<file path="config.mk">
export PLATFORM = sky130hd
export DESIGN_NAME = tx_controller
export DESIGN_NICKNAME = d
export VERILOG_FILES = /design/src/rtl/uart_pkg.sv /design/src/rtl/uart_bit_timer.sv /design/src/rtl/tx_controller.sv
export SDC_FILE = /design/constraint.sdc
export NUM_CORES = 1
export LEC_CHECK = 0
export BUFFER_PORTS_ARGS = -buffer_cell sky130_fd_sc_hd__buf_2
export CAP_MARGIN = 20
export CORE_MARGIN = 2
export CORE_UTILIZATION = 45
export CTS_BUF_LIST = sky130_fd_sc_hd__clkbuf_16
export CTS_CLUSTER_DIAMETER = 200
export DETAILED_ROUTE_END_ITERATION = 8
export PLACE_DENSITY = 0.76
export RECOVER_POWER = 25
export SLEW_MARGIN = 10
export SYNTH_ARGS = -nofsm -noshare
export SYNTH_HDL_FRONTEND = slang
export SYNTH_SLANG_ARGS = --single-unit
</file>
<file path="constraint.sdc">
create_clock -name clk -period 5.1 [get_ports clk]
set_input_delay 0.255 -clock clk [delete_from_list [all_inputs] [get_ports clk]]
set_output_delay 0.255 -clock clk [all_outputs]
set_load 0.02 [all_outputs]
</file>
<file path="src/rtl/uart_pkg.sv">
// -----------------------------------------------------------------------------
// uart_pkg
// Definitions shared by the UART transmit and receive controllers: the frame
// FSM state encoding, the default frame shape (one clock per bit, 8 data bits,
// 1 stop bit) and the idle/start levels of the serial line.
// Ports: none (package only).
// -----------------------------------------------------------------------------
package uart_pkg;

  // Frame sequencing states, common to both link directions.
  typedef enum logic [1:0] {
    IDLE  = 2'd0,
    START = 2'd1,
    DATA  = 2'd2,
    STOP  = 2'd3
  } uart_state_e;

  // Default frame shape. Both ends of the link must agree on these.
  localparam int DEFAULT_CLKS_PER_BIT = 1;
  localparam int DEFAULT_DATA_BITS    = 8;
  localparam int DEFAULT_STOP_BITS    = 1;

  // The line rests high. A start bit is the only low level outside data.
  localparam logic LINE_IDLE  = 1'b1;
  localparam logic LINE_START = 1'b0;

  // Width of a counter that runs 0..range-1. Never narrower than one bit,
  // so a range of 1 still yields a legal vector.
  function automatic int counterWidth(input int range);
    return (range > 1) ? $clog2(range) : 1;
  endfunction

endpackage

</file>
<file path="src/rtl/uart_bit_timer.sv">
// -----------------------------------------------------------------------------
// uart_bit_timer
// Divides the clock into serial bit periods of CLKS_PER_BIT cycles. While
// enabled, the counter runs 0..CLKS_PER_BIT-1 and wraps. bit_end is high on the
// last cycle of every bit period. While disabled, the counter is held at zero.
// As a result, the first bit after enable always lasts a full period.
// Ports:
//   clk      rising-edge clock
//   reset    synchronous active-high reset, clears the counter
//   enable   count while high; hold at zero while low
//   bit_end  one-cycle pulse on the final cycle of each bit period
// -----------------------------------------------------------------------------
module uart_bit_timer
  import uart_pkg::*;
#(
  parameter int CLKS_PER_BIT = DEFAULT_CLKS_PER_BIT
) (
  input  logic clk,
  input  logic reset,
  input  logic enable,
  output logic bit_end
);

  localparam int CntW = counterWidth(CLKS_PER_BIT);
  localparam logic [CntW-1:0] LastCount = CntW'(CLKS_PER_BIT - 1);

  logic [CntW-1:0] count_q;
  logic [CntW-1:0] count_d;
  logic            atLast;

  // Next count. Wrap to zero at the end of a period. Also fall back to zero
  // whenever counting is disabled, so the period restarts cleanly.
  always_comb begin
    atLast  = (count_q == LastCount);
    count_d = '0;
    if (enable && !atLast) begin
      count_d = count_q + 1'b1;
    end
  end

  // Counter register.
  always_ff @(posedge clk) begin
    if (reset) begin
      count_q <= '0;
    end else begin
      count_q <= count_d;
    end
  end

  assign bit_end = enable && atLast;

endmodule

</file>
<file path="src/rtl/tx_controller.sv">
// -----------------------------------------------------------------------------
// tx_controller
// UART transmitter. It takes one parallel word per valid/ready handshake and
// sends it as a frame on a line that idles high: one start bit, then
// DATA_BITS data bits LSB first, then STOP_BITS stop bits. Each serial bit is
// held for CLKS_PER_BIT clocks. All outputs come straight from registers.
// Ports:
//   clk          rising-edge clock
//   reset        synchronous active-high reset; aborts any frame in flight
//   i_tx_valid   host offers a word
//   i_tx_data    word to send, sampled only on the accept edge
//   o_tx_ready   a word can be accepted this cycle (only while idle)
//   o_tx_serial  serial line, high when idle
//   o_tx_busy    a frame is in progress (start, data or stop)
//   o_tx_done    one-cycle pulse after the last stop bit completes
// -----------------------------------------------------------------------------
module tx_controller
  import uart_pkg::*;
#(
  parameter int CLKS_PER_BIT = DEFAULT_CLKS_PER_BIT,
  parameter int DATA_BITS    = DEFAULT_DATA_BITS,
  parameter int STOP_BITS    = DEFAULT_STOP_BITS
) (
  input  logic                 clk,
  input  logic                 reset,
  input  logic                 i_tx_valid,
  input  logic [DATA_BITS-1:0] i_tx_data,
  output logic                 o_tx_ready,
  output logic                 o_tx_serial,
  output logic                 o_tx_busy,
  output logic                 o_tx_done
);

  // One index counter serves both the data bits and the stop bits. STOP_BITS
  // is at most 2, so it always fits in the width needed for the data bits.
  localparam int IdxW = counterWidth(DATA_BITS);
  localparam logic [IdxW-1:0] LastDataIdx = IdxW'(DATA_BITS - 1);
  localparam logic [IdxW-1:0] LastStopIdx = IdxW'(STOP_BITS - 1);

  uart_state_e          state_q;
  logic [DATA_BITS-1:0] shift_q;
  logic [DATA_BITS-1:0] shift_d;
  logic [IdxW-1:0]      bitIdx_q;
  logic                 serial_q;
  logic                 ready_q;
  logic                 busy_q;
  logic                 done_q;

  logic timerEnable;
  logic bitEnd;

  // The bit timer runs only while a frame is on the line. Entering START from
  // IDLE therefore always begins with a fresh, full-length bit period.
  assign timerEnable = (state_q != IDLE);

  uart_bit_timer #(
    .CLKS_PER_BIT(CLKS_PER_BIT)
  ) u_bit_timer (
    .clk    (clk),
    .reset  (reset),
    .enable (timerEnable),
    .bit_end(bitEnd)
  );

  // The serial output is a register, so it must be loaded one edge before the
  // bit appears on the line. For that reason the next data bit is read from
  // the already-shifted word, not from the current LSB.
  assign shift_d = shift_q >> 1;

  // Frame sequencer. It owns every output register. o_tx_done is asserted on
  // the same edge that returns to IDLE. ready_q rises on that same edge, so
  // the host can hand over the next word while done is still high.
  always_ff @(posedge clk) begin
    if (reset) begin
      state_q  <= IDLE;
      shift_q  <= '0;
      bitIdx_q <= '0;
      serial_q <= LINE_IDLE;
      ready_q  <= 1'b1;
      busy_q   <= 1'b0;
      done_q   <= 1'b0;
    end else begin
      done_q <= 1'b0;
      case (state_q)
        IDLE: begin
          if (i_tx_valid && ready_q) begin
            shift_q  <= i_tx_data;
            bitIdx_q <= '0;
            serial_q <= LINE_START;
            ready_q  <= 1'b0;
            busy_q   <= 1'b1;
            state_q  <= START;
          end
        end

        START: begin
          if (bitEnd) begin
            serial_q <= shift_q[0];
            state_q  <= DATA;
          end
        end

        DATA: begin
          if (bitEnd) begin
            if (bitIdx_q == LastDataIdx) begin
              bitIdx_q <= '0;
              serial_q <= LINE_IDLE;
              state_q  <= STOP;
            end else begin
              bitIdx_q <= bitIdx_q + 1'b1;
              shift_q  <= shift_d;
              serial_q <= shift_d[0];
            end
          end
        end

        STOP: begin
          if (bitEnd) begin
            if (bitIdx_q == LastStopIdx) begin
              bitIdx_q <= '0;
              ready_q  <= 1'b1;
              busy_q   <= 1'b0;
              done_q   <= 1'b1;
              state_q  <= IDLE;
            end else begin
              bitIdx_q <= bitIdx_q + 1'b1;
            end
          end
        end

        default: begin
          state_q <= IDLE;
        end
      endcase
    end
  end

  assign o_tx_ready  = ready_q;
  assign o_tx_serial = serial_q;
  assign o_tx_busy   = busy_q;
  assign o_tx_done   = done_q;

endmodule
</file>
==> results_dict.tcl <==
set metrics [dict create \
    outcome "finished, final reports clean" \
    synth.most_common_cell "dfxtp_1" \
    synth_nets 122 \
    std_cell_rows 16 \
    ys.flop_type "dfxtp_1" \
    port-buffer-count 14 \
    clkSinkCount 18 \
    syn_area_per_cell_um2 9.47 \
    initial_core_util_pct 48.2 \
    synth_cell_type_count 31 \
    core_mm2 0.00200 \
    cts_tree "done" \
    slew_viol_final 0 \
    synth_top_area_share_pct 37.3 \
    ys_seq_area_share_pct 37.3 \
    post_cts_buffers 0 \
    tns_ns 0 \
    min_from "i_tx_data[2]" \
    drive_above_1_share_pct 14.8 \
    power.density_mw_per_mm2 613 \
    grt_max_degree 19 \
    die_w_um 50.3 \
    gp_congestion 0.839 \
    avgRoutedWirePerCell_um 12.6 \
    dpl.hpwl_um 1310 \
    start_kind "register" \
    areaGrowthSynthToFinish_pct 15.2 \
    rsz0062_at_grt "false" \
    vdd_drop_max_mv 0.245 \
    cts_max_level 1 \
    cp.arrival_ns 2.43 \
    die_y_um 50.3 \
    r2r-end "shift_q[6]$_SDFFE_PP0P_" \
    pre_cts_slack_ns 2.80 \
    clk_latency_ns 0.25 \
    stdcell_count 142 \
    drt_iter0_markers 16 \
    grt_pass1_vias 740 \
    drt_wl_total_um 1780 \
    ys_warn_count 0 \
    place_inst 139 \
    crit_path_max_fanout 15 \
    drtAntennaViolNets 0 \
    layout.nets 137 \
    dieArea_mm2 0.00253 \
    ios 15 \
    synthTopCellsByCount "18 x dfxtp_1, 11 x a211oi_1, 9 x ha_1, 9 x nor2_1, 8 x mux2i_1" \
    synth_largest_area_cell "dfxtp_1" \
    synth_seq_cells 18 \
    clkTransAtPathRegs_ns 0.05 \
    synthTopCellsByArea "dfxtp_1 37%, ha_1 12%, a211oi_1 8.5%, mux2i_1 8.3%, nor2_1 3.5%" \
    wl_met2_um 840 \
    worstMarginPinSlew_ns 0.634 \
    diodes 0 \
    dr.pass1.iters 4 \
    synth_enable_flop_cells 0 \
    track_usage_pct 15.7 \
    synthCells 102 \
    wl_met3_um 87 \
    top_layer "met4" \
    vias 785 \
    grt_pass1_wl_um 3010 \
    hold_viol 0 \
    setup_slack_ns 2.82 \
    wl_met1_um 807 \
    r2r_cells 6 \
    cts_buffer_depth 2 \
    via_per_inst 5.53 \
    p_leak_nw 0.440 \
    async_flop_share_pct 0 \
    drc_errors 0 \
    worstHoldPathCells 3 \
    fmax_mhz 439 \
    final-setup-viol-count 0 \
    r2r_slack_ns 2.82 \
    worstHoldEndpoint "shift_q[2]$_SDFFE_PP0P_" \
    cts_buffers 3 \
    grt_antenna_before_repair 0 \
    grt_overflow_total 0 \
    min-delay-path-class "in2reg" \
    cp-end-kind "register" \
    fin_skew_ns 0.000891 \
    cp_data_required_time_ns 5.26 \
    cts-resized-gates 0 \
    cts_root_buf "clkbuf_16" \
    max_slew_margin_pct 57.8 \
    worstReg2RegStart "state_q[0]$_SDFFE_PP0P_" \
    netlist_area_um2 966 \
    path_class "reg2reg" \
    min_period_ns 2.28 \
    maxCapViolations 0 \
    fin_crit_sh_pct 44.7 \
    cts_hold_buf 0 \
]
[power by group]
part	internal, W	leakage, nW	switching [W]	total, W
Sequential	0.000189	0.148	0.0000339	0.000223
Combinational	0.000129	0.255	0.000176	0.000305
Clock	0.000103	0.0370	0.0000512	0.000154
[flip-flops by register name, summed over array words and instances, names as in the netlist]
register and count:
shift_q 8, bitIdx_q 3, state_q 2, o_tx_busy 1, o_tx_done 1, o_tx_ready 1, o_tx_serial 1, u_bit_timer.count_q 1
[critical path, cell delays in order (launching register included)]
cell	delay, ns
dfxtp_1	0.36
inv_1	0.10
ha_1	0.57
or2b_2	0.36
o21ai_2	0.47
nor2_1	0.08
a211oi_1	0.24
[through the flow]
stage               instance area, um2  total power (W)  hold slack [ns]  utilization (%)
floorplan                          966         0.000471            0.444                -
global placement                  1040         0.000518            0.451             52.1
detailed placement                1040         0.000533            0.467             52.1
CTS                               1120         0.000688            0.348             55.8
global route                      1110         0.000731            0.363             55.6
finish                            1110         0.000682            0.346             55.6
[cell families (layout without fill, tap and decap cells)]
family,count (synthesis),in the layout,synth area share (%)
AND/OR/NAND/NOR,29,29,16.8
AO/OA/AOI/OAI,28,28,20.7
flip-flops,18,18,37.3
adder cells (fa/ha/maj),9,9,11.7
buffers and inverters,9,22,4.79
multiplexers,8,8,8.29
other,1,1,0.388
[per-layer routing]
metal  GRT usage (%)  up-vias
li1                -      393
met1            17.2      363
met2            28.1       22
met3            3.57        7
met4            8.11        0
met5               0        -
[worst max-delay path by stage]
| stage | from | endpoint | cells after the start |
|---|---|---|---|
| 2_1_floorplan | state_q[0]$_SDFFE_PP0P_ | bitIdx_q[1]$_SDFFE_PP0P_ | 6 |
| 3_3_place_gp | state_q[0]$_SDFFE_PP0P_ | shift_q[7]$_SDFFE_PP0P_ | 6 |
| 3_5_place_dp | state_q[0]$_SDFFE_PP0P_ | shift_q[1]$_SDFFE_PP0P_ | 6 |
| 4_1_cts | state_q[0]$_SDFFE_PP0P_ | shift_q[6]$_SDFFE_PP0P_ | 6 |
| 5_1_grt | state_q[0]$_SDFFE_PP0P_ | shift_q[5]$_SDFFE_PP0P_ | 6 |
| 6_report | state_q[0]$_SDFFE_PP0P_ | shift_q[6]$_SDFFE_PP0P_ | 6 |
[final cells by class]
class	count	area, um2
fill	200	890
multi-input combinational	75	559
sequential	18	360
clock buffer	3	75.1
timing repair buffer	14	65.1
tap	27	33.8
inverter	5	18.8
[cells in the final DEF, fill, tap and decap left out, types with 2 or more instances in the layout]
| cell | n |
|---|---|
| a21boi_1 | 2 |
| a21oi_1 | 6 |
| buf_2 | 10 |
| o21a_1 | 2 |
| clkbuf_1 | 4 |
| a211oi_1 | 11 |
| dfxtp_1 | 18 |
| ha_1 | 9 |
| inv_1 | 5 |
| nor2_1 | 9 |
| nand2_1 | 6 |
| clkbuf_16 | 3 |
| o22a_1 | 2 |
| or3b_1 | 2 |
| nor2b_1 | 2 |
| mux2i_1 | 8 |
| nand4b_1 | 2 |
No activity file was read; power rests on OpenSTA's default activity.
